[config.mk]
export PLATFORM = sky130hd
export DESIGN_NAME = rc4_stream_xor
export DESIGN_NICKNAME = d
export VERILOG_FILES = /design/src/rtl/rc4_stream_xor.sv
export SDC_FILE = /design/constraint.sdc
export NUM_CORES = 1
export LEC_CHECK = 0
export CAP_MARGIN = 5
export CELL_PAD_IN_SITES_DETAIL_PLACEMENT = 1
export CELL_PAD_IN_SITES_GLOBAL_PLACEMENT = 2
export CORE_ASPECT_RATIO = 1.1
export CORE_MARGIN = 2
export CORE_UTILIZATION = 39
export CTS_BUF_LIST = sky130_fd_sc_hd__clkbuf_8
export DETAILED_ROUTE_END_ITERATION = 6
export PLACE_DENSITY = 0.93
export SYNTH_ARGS = -nofsm -noshare
export SYNTH_HDL_FRONTEND = slang
export SYNTH_SLANG_ARGS = --single-unit
[constraint.sdc]
create_clock -name clk -period 8.35 [get_ports clk]
set_clock_uncertainty 0.15 [all_clocks]
set_input_delay 2.505 -clock clk [delete_from_list [all_inputs] [get_ports clk]]
set_output_delay 2.505 -clock clk [all_outputs]
set_load 0.01 [all_outputs]
[src/rtl/rc4_stream_xor.sv]
// Keystream consumer for an RC4 generator: prefetches keystream bytes into a small FIFO,
// optionally discards the first DROP_N bytes, and XORs plaintext into a registered ct stream.
module rc4_stream_xor #(
  parameter int unsigned FIFO_DEPTH = 4,
  parameter int unsigned DROP_N     = 0,
  parameter int unsigned CNT_W      = 16
) (
  input  logic             clk,
  input  logic             rst,
  input  logic             key_valid,
  input  logic [7:0]       key_in,
  output logic             nxt_key,
  input  logic             pt_valid,
  input  logic [7:0]       pt_data,
  output logic             pt_ready,
  output logic             ct_valid,
  output logic [7:0]       ct_data,
  input  logic             ct_ready,
  output logic             drop_done,
  output logic [CNT_W-1:0] byte_cnt
);

  localparam int unsigned AW     = (FIFO_DEPTH > 1) ? $clog2(FIFO_DEPTH) : 1;
  localparam logic [AW:0] DepthC = (AW + 1)'(FIFO_DEPTH);
  localparam logic [16:0] DropC  = 17'(DROP_N);

  typedef enum logic [0:0] {StDrop, StRun} state_e;

  state_e             st_q, st_d;
  logic               nxt_key_q, nxt_key_d;
  logic [15:0]        drop_cnt_q, drop_cnt_d;
  logic [7:0]         mem_q [FIFO_DEPTH];
  logic [7:0]         mem_d [FIFO_DEPTH];
  logic [AW-1:0]      wr_ptr_q, wr_ptr_d;
  logic [AW-1:0]      rd_ptr_q, rd_ptr_d;
  logic [AW:0]        count_q, count_d;
  logic               ct_valid_q, ct_valid_d;
  logic [7:0]         ct_data_q, ct_data_d;
  logic [CNT_W-1:0]   byte_cnt_q, byte_cnt_d;

  logic capture, push, pop;

  // Occupancy is judged on the registered count, so a same-cycle pop never frees a slot.
  assign capture = key_valid & ~nxt_key_q & ((st_q == StDrop) | (count_q < DepthC));
  assign push    = capture & (st_q == StRun);
  assign pt_ready = (st_q == StRun) & (count_q != '0) & (~ct_valid_q | ct_ready);
  assign pop     = pt_valid & pt_ready;

  always_comb begin
    st_d       = st_q;
    nxt_key_d  = capture;
    drop_cnt_d = drop_cnt_q;
    mem_d      = mem_q;
    wr_ptr_d   = wr_ptr_q;
    rd_ptr_d   = rd_ptr_q;
    count_d    = count_q;
    ct_valid_d = ct_valid_q;
    ct_data_d  = ct_data_q;
    byte_cnt_d = byte_cnt_q;

    if (capture && (st_q == StDrop)) begin
      drop_cnt_d = drop_cnt_q + 16'd1;
      if (({1'b0, drop_cnt_q} + 17'd1) == DropC) begin
        st_d = StRun;
      end
    end

    if (push) begin
      mem_d[wr_ptr_q] = key_in;
      wr_ptr_d        = wr_ptr_q + AW'(1);
    end
    if (pop) begin
      rd_ptr_d = rd_ptr_q + AW'(1);
    end

    unique case ({push, pop})
      2'b10:   count_d = count_q + (AW + 1)'(1);
      2'b01:   count_d = count_q - (AW + 1)'(1);
      default: count_d = count_q;
    endcase

    if (pop) begin
      ct_valid_d = 1'b1;
      ct_data_d  = pt_data ^ mem_q[rd_ptr_q];
    end else if (ct_ready) begin
      ct_valid_d = 1'b0;
    end

    if (ct_valid_q && ct_ready) begin
      byte_cnt_d = byte_cnt_q + CNT_W'(1);
    end
  end

  always_ff @(posedge clk) begin
    if (rst) begin
      st_q       <= (DROP_N > 0) ? StDrop : StRun;
      nxt_key_q  <= 1'b0;
      drop_cnt_q <= '0;
      wr_ptr_q   <= '0;
      rd_ptr_q   <= '0;
      count_q    <= '0;
      ct_valid_q <= 1'b0;
      ct_data_q  <= '0;
      byte_cnt_q <= '0;
    end else begin
      st_q       <= st_d;
      nxt_key_q  <= nxt_key_d;
      drop_cnt_q <= drop_cnt_d;
      wr_ptr_q   <= wr_ptr_d;
      rd_ptr_q   <= rd_ptr_d;
      count_q    <= count_d;
      ct_valid_q <= ct_valid_d;
      ct_data_q  <= ct_data_d;
      byte_cnt_q <= byte_cnt_d;
    end
  end

  // Storage needs no reset: the pointers and count define what is valid.
  always_ff @(posedge clk) begin
    mem_q <= mem_d;
  end

  assign nxt_key   = nxt_key_q;
  assign ct_valid  = ct_valid_q;
  assign ct_data   = ct_data_q;
  assign byte_cnt  = byte_cnt_q;
  assign drop_done = (st_q == StRun);

endmodule

Yosys cells after proc, flatten, opt, wreduce, memory -nomap -nowiden
Cells that the tools add are included.
W data, S select, Z words.
{"block": "word_totals", "regBits": 65, "output_inout_bits": 28, "word_cells": 46}
{"block": "classes", "n_addsub": 5, "magnitude_cmp": 4, "n_eq_ne": 2, "muxes": 9, "bitwise": 10, "n_reduce_logical": 5}
{"op": "$bwmux W32", "count": 1}
{"op": "$mux W8", "count": 3}
{"op": "$add A16 B1 Y16 const B", "count": 1}
{"op": "$bmux W8 S2", "count": 1}
{"op": "$demux W8 S2", "count": 1}
{"op": "$xor A8 B8 Y8", "count": 1}
{"op": "$ge A3 B3 Y1 const B", "count": 2}
{"op": "$not A2 Y3", "count": 2}
{"op": "$pmux W3 S2", "count": 1}
{"op": "$add A2 B1 Y2 const B", "count": 2}
{"op": "$and A1 B1 Y1", "count": 4}
{"op": "$reduce_bool A2 Y1", "count": 2}
{"op": "$add A3 B1 Y3 const B", "count": 1}
{"op": "$lt A3 B1 Y1 const B", "count": 1}
{"op": "$lt A3 B3 Y1 const B", "count": 1}
{"op": "$reduce_bool A3 Y1", "count": 1}
{"op": "$sub A3 B1 Y3 const B", "count": 1}
{"op": "$eq A2 B1 Y1 const B", "count": 1}
{"op": "$eq A2 B2 Y1 const B", "count": 1}
{"op": "$logic_and A1 B1 Y1", "count": 2}
{"op": "$mux W1", "count": 2}
{"op": "$not A1 Y1", "count": 2}
{"op": "$or A1 B1 Y1", "count": 1}

Logic depth before layout (Yosys ltp)
Gate-level depths: netlist of the first run.
{"block": "logic_depth", "depth_word": 6, "ltp_mapped": 11, "ltp_nobuf": 10}

Worst setup path after synthesis of the first run
No wires, ideal clock.
{"block": "synth_timing", "path_kind": "input -> output", "start": "in ct_ready", "end": "out pt_ready", "arrival_time_ns": 2.841, "required_time_ns": 5.695, "setup_slack_ns": 2.854, "cell_stages": 2, "n_path_buf": 0, "path_cell_list": "nand2b_1 > and2_4"}
{"block": "synth_between", "elab_chain_cells": 2}
{"item": "start, declared", "line_no": "18", "source": "input logic ct_ready,"}
{"item": "$or A1 B1 Y1", "line_no": "46", "source": "assign pt_ready = (st_q == StRun) & (count_q != '0) & (~ct_valid_q | ct_ready);"}
{"item": "$and A1 B1 Y1", "line_no": "46"}
{"item": "end, declared", "line_no": "15", "source": "output logic pt_ready,"}
Every way passes these cells.

Worst setup path after layout of the first run
Ends and elaborated chain as after synthesis.

==> report_table.html, run 1 <==
<table>
<tr><th>Metric</th><th>Value</th></tr>
<tr><th colspan="2">Run status</th></tr>
<tr><td>Run status</td><td>complete, no violations</td></tr>
<tr><th colspan="2">Layout</th></tr>
<tr><td>Net count, final</td><td>292</td></tr>
<tr><td>Ant diodes</td><td>0</td></tr>
<tr><td>Core occupancy in the finished layout</td><td>0.503</td></tr>
<tr><td>Fraction of layout cells with a size suffix above 1</td><td>0.152</td></tr>
<tr><td>Area Overhead vs Synth</td><td>26.5%</td></tr>
<tr><td>Total non-filler cell area in the finished layout</td><td>3500 um2</td></tr>
<tr><td>Non-filler cells, final</td><td>354</td></tr>
<tr><th colspan="2">Critical path</th></tr>
<tr><td>Setup slack, reg-to-reg</td><td>5.88 ns</td></tr>
<tr><td>Critical path data arrival time</td><td>4.02 ns</td></tr>
<tr><td>Worst-case reg-to-reg path depth</td><td>10</td></tr>
<tr><td>CP Launch Type</td><td>input port</td></tr>
<tr><td>End of the worst register-to-register path</td><td>count_q[2]</td></tr>
<tr><td>Capturing element type of the critical path</td><td>output pin</td></tr>
<tr><td>Req. time, crit path</td><td>5.70 ns</td></tr>
<tr><td>Worst setup path startpoint</td><td>ct_ready</td></tr>
<tr><td>R2r startpoint</td><td>ct_valid</td></tr>
<tr><td>Peak fanout along the critical path</td><td>7</td></tr>
<tr><td>Capturing instance or port of the critical path</td><td>pt_ready</td></tr>
<tr><td>Class of the most critical setup path</td><td>in2out</td></tr>
<tr><th colspan="2">Place</th></tr>
<tr><td>Routability Congestion</td><td>0.705</td></tr>
<tr><td>Post-Place Cells</td><td>338</td></tr>
<tr><td>Quantity of I/O buffers inserted on ports</td><td>47</td></tr>
<tr><td>Pre-CTS setup slack</td><td>1.68 ns</td></tr>
<tr><td>Post-DP HPWL</td><td>4.14 mm</td></tr>
<tr><td>Cell area reported after detailed placement</td><td>3310 um2</td></tr>
<tr><th colspan="2">Floorplanning</th></tr>
<tr><td>Total die area</td><td>7800 um2</td></tr>
<tr><td>Io pins</td><td>49</td></tr>
<tr><td>Height of the die</td><td>92.4 um</td></tr>
<tr><td># rows</td><td>32</td></tr>
<tr><td>Core ar.</td><td>6970 um2</td></tr>
<tr><td>Starting utilization of the core area</td><td>0.398</td></tr>
<tr><td>X dimension of the die</td><td>84.4 um</td></tr>
<tr><th colspan="2">Global route</th></tr>
<tr><td>Global-route wire length before repair</td><td>9.54 mm</td></tr>
<tr><td>Number of antenna violations at the first check in global routing</td><td>0</td></tr>
<tr><td>Global-route usage over all layers</td><td>0.162</td></tr>
<tr><td>Number of global-route vias before repair</td><td>1905</td></tr>
<tr><td>Pin count of the biggest net entering global routing</td><td>34</td></tr>
<tr><td>Overflow left after global routing</td><td>0</td></tr>
<tr><th colspan="2">Timing</th></tr>
<tr><td>Final setup margin</td><td>1.67 ns</td></tr>
<tr><td>Unrepaired setup endpoints after global routing</td><td>false</td></tr>
<tr><td>Setup TNS Final</td><td>0 ns</td></tr>
<tr><td>Shortest period the worst path allows</td><td>6.68 ns</td></tr>
<tr><td>Maximum clock frequency</td><td>150 MHz</td></tr>
<tr><td>Tcrit/Tclk final</td><td>0.800</td></tr>
<tr><td>Setup violations, final</td><td>0</td></tr>
<tr><td>Max transition margin</td><td>0.533</td></tr>
<tr><td>Final hold violations</td><td>0</td></tr>
<tr><td>Post-route worst hold slack</td><td>0.362 ns</td></tr>
<tr><td>Slew at the pin with the worst max-slew slack</td><td>0.700 ns</td></tr>
<tr><td>Final slew viol count</td><td>0</td></tr>
<tr><th colspan="2">Synth</th></tr>
<tr><td>Synthesized cell area</td><td>2770 um2</td></tr>
<tr><td>Share of synthesized registers carrying an async set or reset</td><td>0</td></tr>
<tr><td>Flop and latch count out of synthesis</td><td>65</td></tr>
<tr><td>Leading cell types by count after synthesis</td><td>33 x sky130_fd_sc_hd__dfxtp_1, 32 x sky130_fd_sc_hd__edfxtp_1, 29 x sky130_fd_sc_hd__nor2_1</td></tr>
<tr><td>Sequential fraction of the synthesis area</td><td>0.585</td></tr>
<tr><td>Top-count cell post-synth</td><td>sky130_fd_sc_hd__dfxtp_1</td></tr>
<tr><td>Number of distinct library cell variants in the gate-level netlist after synthesis</td><td>38</td></tr>
<tr><td>Number of enable-type register cells in the synthesized netlist</td><td>32</td></tr>
<tr><td>Post-synth top area share</td><td>0.347</td></tr>
<tr><td>Post-Syn Nets</td><td>241</td></tr>
<tr><td>Mean cell area of the mapped netlist</td><td>13.0 um2</td></tr>
<tr><td>Top FF cell, synth</td><td>sky130_fd_sc_hd__dfxtp_1</td></tr>
<tr><td>Gate count after technology mapping</td><td>213</td></tr>
<tr><td>Area contributors post-synth</td><td>sky130_fd_sc_hd__edfxtp_1 35%, sky130_fd_sc_hd__dfxtp_1 24%, sky130_fd_sc_hd__mux4_2 6.5%</td></tr>
<tr><td>Library cell with the largest summed area after synthesis</td><td>sky130_fd_sc_hd__edfxtp_1</td></tr>
<tr><td>Synthesis warning total</td><td>0</td></tr>
<tr><th colspan="2">Clock tree</th></tr>
<tr><td>Maximum buffer depth of the clock tree</td><td>2</td></tr>
<tr><td>Post-cts repair resize count</td><td>0</td></tr>
<tr><td>Clock sink total</td><td>65</td></tr>
<tr><td>Worst skew pair latency</td><td>0.34 ns</td></tr>
<tr><td>Clock Root Buffer</td><td>sky130_fd_sc_hd__clkbuf_8</td></tr>
<tr><td>H-tree Lvls</td><td>3</td></tr>
<tr><td>CTS tree</td><td>yes</td></tr>
<tr><td>Cts-stage hold buffer count</td><td>0</td></tr>
<tr><td>Cts bufs inserted</td><td>9</td></tr>
<tr><td>CTS clock-pin slew for the worst setup and hold paths</td><td>0.06 ns</td></tr>
<tr><td>Number of post-CTS setup repair buffers</td><td>0</td></tr>
<tr><th colspan="2">Pwr</th></tr>
<tr><td>Leakage power of the design</td><td>1.19 nW</td></tr>
<tr><td>Net switching power of the design</td><td>0.284 mW</td></tr>
<tr><td>Areal power density over the cells</td><td>275 nW/um2</td></tr>
<tr><td>Switch share</td><td>0.295</td></tr>
<tr><td>Part of the power in combinational logic</td><td>0.284</td></tr>
<tr><td>Portion of total power attributed to sequential cells</td><td>0.440</td></tr>
<tr><td>Int Power</td><td>0.679 mW</td></tr>
<tr><td>Worst VDD drop</td><td>0.124 mV</td></tr>
<tr><td>Design Power</td><td>0.963 mW</td></tr>
<tr><td>Share of power burned in the clock network</td><td>0.276</td></tr>
<tr><th colspan="2">Drt</th></tr>
<tr><td>Initial DRC count</td><td>60</td></tr>
<tr><td>Overall routed net length</td><td>5.74 mm</td></tr>
<tr><td>Routed length per placed instance</td><td>16.2 um</td></tr>
<tr><td>Detailed Routing Iterations Pass 1</td><td>4</td></tr>
<tr><td>DRC Markers</td><td>0</td></tr>
<tr><td>Post-route antenna net violation count</td><td>0</td></tr>
<tr><td>Vias/cell</td><td>5.04</td></tr>
<tr><td>Total number of vias</td><td>1784</td></tr>
<tr><th colspan="2">Job</th></tr>
<tr><td>Max Cap Viol</td><td>0</td></tr>
<tr><th colspan="2">Min path</th></tr>
<tr><td>Worst hold path class</td><td>reg2reg</td></tr>
<tr><td>Worst hold start</td><td>byte_cnt[1]</td></tr>
</table>
[layout by cell type, fill, tap and decap left out, drive strengths merged]
cell,Yosys,final
a211oi,8,8
a21o,1,1
a21oi,8,8
a31o,1,1
and2,5,5
and4,2,2
buf,5,1
bufinv,0,1
clkbuf,3,11
clkdlybuf4s50,0,47
clkinv,0,2
conb,1,1
dfxtp,33,33
edfxtp,32,32
fa,1,1
ha,6,6
inv,11,13
mux4,8,8
nand2,7,7
nand2b,1,1
nand3,5,5
nand4,7,7
nor2,29,29
nor3,3,3
nor3b,1,1
nor4,4,4
o21ai,2,2
or3,4,4
xnor2,17,17
xor2,8,8
[worst max-delay path, stage by stage]
cell                              delay [ns]
sky130_fd_sc_hd__clkdlybuf4s50_1        0.61
sky130_fd_sc_hd__nand2b_1               0.20
sky130_fd_sc_hd__and2_4                 0.17
sky130_fd_sc_hd__clkdlybuf4s50_1        0.53
[flip-flops by register name, indices dropped and copies added, names as in the netlist]
register,cells
mem_q,32
byte_cnt,16
ct_data,8
count_q,3
rd_ptr_q,2
wr_ptr_q,2
ct_valid,1
nxt_key,1
[kinds of logic (layout without fill, tap and decap cells)]
kind of cell             Yosys count  after routing  synth area share
AND/OR/NAND/NOR                   68             68             0.138
flip-flops                        65             65             0.585
XOR/XNOR                          25             25            0.0817
AO/OA/AOI/OAI                     20             20            0.0605
buffers and inverters             19             75            0.0339
multiplexers                       8              8            0.0650
adder cells (fa/ha/maj)            7              7            0.0343
other                              1              1           0.00135
[routing by layer]
layer  up-vias  routed length, um  global-route usage  share of wire
met4         0                119              0.0807          0.021
met5         -                  0                   0              0
met1       884               2380               0.189           0.41
li1        856                  -                   -              -
met3         9                176              0.0410          0.031
met2        35               3070               0.278           0.53
[final cells by class]
type	instances	area (um2)
Fill cell	754	3460
Sequential cell	65	1620
Multi-Input combinational cell	129	1060
Timing Repair Buffer	48	478
Clock buffer	11	151
Tap cell	85	106
Clock inverter	5	47.5
Inverter	11	43.8
[power groups by stage]
stage               Clock, mW  Combinational, mW  Sequential, mW
global placement            0              0.265           0.429
CTS                     0.273              0.280           0.426
global route            0.290              0.301           0.431
finish                  0.266              0.273           0.424
detailed placement          0              0.279           0.432
floorplan                   0              0.202           0.417
[how the worst min path moves through the flow]
stage                        endpoint  slack (ns)  cells after the start
after floorplan            count_q[1]        0.32                      2
after global placement     count_q[1]        0.34                      2
after detailed placement  byte_cnt[1]        0.36                      2
after CTS                 byte_cnt[1]        0.37                      2
after global routing      byte_cnt[1]        0.39                      2
final                     byte_cnt[1]        0.36                      2
Note: power is estimated with default switching activity, not from simulation.
==> inputs of run 2 (changes only) <==
- CORE_UTILIZATION: 39 -> 33
- PLACE_DENSITY: 0.93 -> 0.84
- clock period: 8.35 -> 5.7 ns (I/O delays scaled with it)
==> report_table.html, run 2 (same netlist as run 1, synthesis figures left out) <==
<table>
<tr><th>Metric</th><th>Value</th></tr>
<tr><th colspan="2">Drt</th></tr>
<tr><td>Detailed Routing Iterations Pass 1</td><td>6 (was 4)</td></tr>
<tr><td>Vias/cell</td><td>4.65 (was 5.04)</td></tr>
<tr><td>DRC Markers</td><td>0 (unchanged)</td></tr>
<tr><td>Routed length per placed instance</td><td>15.2 um (was 16.2 um)</td></tr>
<tr><td>Total number of vias</td><td>1768 (was 1784)</td></tr>
<tr><td>Post-route antenna net violation count</td><td>0 (unchanged)</td></tr>
<tr><td>Overall routed net length</td><td>5.79 mm (was 5.74 mm)</td></tr>
<tr><td>Initial DRC count</td><td>72 (was 60)</td></tr>
<tr><th colspan="2">Floorplanning</th></tr>
<tr><td>Height of the die</td><td>100 um (was 92.4 um)</td></tr>
<tr><td>Starting utilization of the core area</td><td>0.335 (was 0.398)</td></tr>
<tr><td>X dimension of the die</td><td>91.4 um (was 84.4 um)</td></tr>
<tr><td># rows</td><td>35 (was 32)</td></tr>
<tr><td>Core ar.</td><td>8280 um2 (was 6970 um2)</td></tr>
<tr><td>Total die area</td><td>9150 um2 (was 7800 um2)</td></tr>
<tr><td>Io pins</td><td>49 (unchanged)</td></tr>
<tr><th colspan="2">Place</th></tr>
<tr><td>Post-Place Cells</td><td>364 (was 338)</td></tr>
<tr><td>Pre-CTS setup slack</td><td>0.632 ns (was 1.68 ns)</td></tr>
<tr><td>Routability Congestion</td><td>0.705 (about the same)</td></tr>
<tr><td>Post-DP HPWL</td><td>4.12 mm (was 4.14 mm)</td></tr>
<tr><td>Quantity of I/O buffers inserted on ports</td><td>47 (unchanged)</td></tr>
<tr><td>Cell area reported after detailed placement</td><td>3340 um2 (was 3310 um2)</td></tr>
<tr><th colspan="2">Clock tree</th></tr>
<tr><td>CTS tree</td><td>yes (unchanged)</td></tr>
<tr><td>Maximum buffer depth of the clock tree</td><td>2 (unchanged)</td></tr>
<tr><td>H-tree Lvls</td><td>3 (unchanged)</td></tr>
<tr><td>Post-cts repair resize count</td><td>0 (unchanged)</td></tr>
<tr><td>Number of post-CTS setup repair buffers</td><td>0 (unchanged)</td></tr>
<tr><td>Worst skew pair latency</td><td>0.34 ns (about the same)</td></tr>
<tr><td>CTS clock-pin slew for the worst setup and hold paths</td><td>0.07 ns (was 0.06 ns)</td></tr>
<tr><td>Cts-stage hold buffer count</td><td>0 (unchanged)</td></tr>
<tr><td>Clock Root Buffer</td><td>sky130_fd_sc_hd__clkbuf_8 (unchanged)</td></tr>
<tr><td>Clock sink total</td><td>65 (unchanged)</td></tr>
<tr><td>Cts bufs inserted</td><td>9 (unchanged)</td></tr>
<tr><th colspan="2">Timing</th></tr>
<tr><td>Slew at the pin with the worst max-slew slack</td><td>0.699 ns (was 0.700 ns)</td></tr>
<tr><td>Shortest period the worst path allows</td><td>5.06 ns</td></tr>
<tr><td>Maximum clock frequency</td><td>198 MHz</td></tr>
<tr><td>Setup violations, final</td><td>0 (unchanged)</td></tr>
<tr><td>Setup TNS Final</td><td>0 ns (unchanged)</td></tr>
<tr><td>Final setup margin</td><td>0.641 ns (was 1.67 ns)</td></tr>
<tr><td>Post-route worst hold slack</td><td>0.350 ns (was 0.362 ns)</td></tr>
<tr><td>Max transition margin</td><td>0.534 (was 0.533)</td></tr>
<tr><td>Final slew viol count</td><td>0 (unchanged)</td></tr>
<tr><td>Final hold violations</td><td>0 (unchanged)</td></tr>
<tr><td>Tcrit/Tclk final</td><td>0.888</td></tr>
<tr><td>Unrepaired setup endpoints after global routing</td><td>false (unchanged)</td></tr>
<tr><th colspan="2">Global route</th></tr>
<tr><td>Number of antenna violations at the first check in global routing</td><td>0 (unchanged)</td></tr>
<tr><td>Global-route wire length before repair</td><td>9.59 mm (was 9.54 mm)</td></tr>
<tr><td>Pin count of the biggest net entering global routing</td><td>34 (unchanged)</td></tr>
<tr><td>Number of global-route vias before repair</td><td>1922 (was 1905)</td></tr>
<tr><td>Overflow left after global routing</td><td>0 (unchanged)</td></tr>
<tr><td>Global-route usage over all layers</td><td>0.138 (was 0.162)</td></tr>
<tr><th colspan="2">Critical path</th></tr>
<tr><td>Req. time, crit path</td><td>3.84 ns (was 5.70 ns)</td></tr>
<tr><td>Class of the most critical setup path</td><td>in2out (unchanged)</td></tr>
<tr><td>Peak fanout along the critical path</td><td>7 (unchanged)</td></tr>
<tr><td>Worst-case reg-to-reg path depth</td><td>10 (unchanged)</td></tr>
<tr><td>Capturing element type of the critical path</td><td>output pin (unchanged)</td></tr>
<tr><td>CP Launch Type</td><td>input port (unchanged)</td></tr>
<tr><td>Critical path data arrival time</td><td>3.20 ns (was 4.02 ns)</td></tr>
<tr><th colspan="2">Layout</th></tr>
<tr><td>Ant diodes</td><td>0 (unchanged)</td></tr>
<tr><td>Highest-count cells in the layout ignoring fill and taps</td><td>47 x sky130_fd_sc_hd__clkdlybuf4s50_1, 33 x sky130_fd_sc_hd__dfxtp_1, 32 x sky130_fd_sc_hd__edfxtp_1 (unchanged)</td></tr>
<tr><td>Area Overhead vs Synth</td><td>27.6% (was 26.5%)</td></tr>
<tr><td>Net count, final</td><td>292 (unchanged)</td></tr>
<tr><td>Fraction of layout cells with a size suffix above 1</td><td>0.152 (unchanged)</td></tr>
<tr><td>Core occupancy in the finished layout</td><td>0.427 (was 0.503)</td></tr>
<tr><td>Number of flip-flops under the largest register name</td><td>32 (unchanged)</td></tr>
<tr><td>Total non-filler cell area in the finished layout</td><td>3540 um2 (was 3500 um2)</td></tr>
<tr><td>Leading cell type in the layout, fill and taps excluded</td><td>sky130_fd_sc_hd__clkdlybuf4s50_1 (unchanged)</td></tr>
<tr><td>Register ranked first by flip-flop count</td><td>mem_q (unchanged)</td></tr>
<tr><td>Non-filler cells, final</td><td>380 (was 354)</td></tr>
<tr><th colspan="2">Pwr</th></tr>
<tr><td>Design Power</td><td>1.42 mW (was 0.963 mW)</td></tr>
<tr><td>Worst VDD drop</td><td>0.149 mV (was 0.124 mV)</td></tr>
<tr><td>Leakage power of the design</td><td>1.19 nW (unchanged)</td></tr>
<tr><td>Areal power density over the cells</td><td>400 nW/um2 (was 275 nW/um2)</td></tr>
<tr><th colspan="2">Min path</th></tr>
<tr><td>Worst Hold Path Cells</td><td>2 (unchanged)</td></tr>
<tr><td>Worst hold path class</td><td>reg2reg (unchanged)</td></tr>
<tr><th colspan="2">Job</th></tr>
<tr><td>Max Cap Viol</td><td>0 (unchanged)</td></tr>
<tr><th colspan="2">Run status</th></tr>
<tr><td>Run status</td><td>complete, no violations (unchanged)</td></tr>
</table>
## run 2: cell counts in the layout (fill, tap and decap cells not counted)
No cell type changed its count.
## run 2: layout make-up
type / count / area (um2)
clock buffers: 11 / 151
clock inverters: 5 / 47.5
fillers: 868 / 4740
inverters: 11 / 43.8
multi-input cells: 129 / 1060
flip-flops and latches: 65 / 1620
well taps: 111 / 139
repair buffers: 48 / 478
## run 2: path summary, 6_finish.rpt
check	slack, ns	startpoint	to
max reg2reg	3.15	count_q[2]	count_q[2]
min	0.35	byte_cnt[1]	byte_cnt[1]
min reg2reg	0.35	byte_cnt[1]	byte_cnt[1]
max	0.64	ct_ready	pt_ready
## run 2: critical path: stages
cell	delay [ns]
sky130_fd_sc_hd__clkdlybuf4s50_1	0.60
sky130_fd_sc_hd__nand2b_1	0.19
sky130_fd_sc_hd__and2_4	0.17
sky130_fd_sc_hd__clkdlybuf4s50_1	0.53
## run 2: layer usage
metal,track usage,wire [um],vias to the layer above
li1,-,-,859
met1,0.151,2450,863
met2,0.248,3020,37
met3,0.0375,205,9
met4,0.0711,118,0
met5,0,0,-
## run 2: report_power, final
part | internal, mW | switching [mW]
Sequential | 0.561 | 0.0610
Clock | 0.221 | 0.171
Combinational | 0.213 | 0.189
Total | 0.994 | 0.422
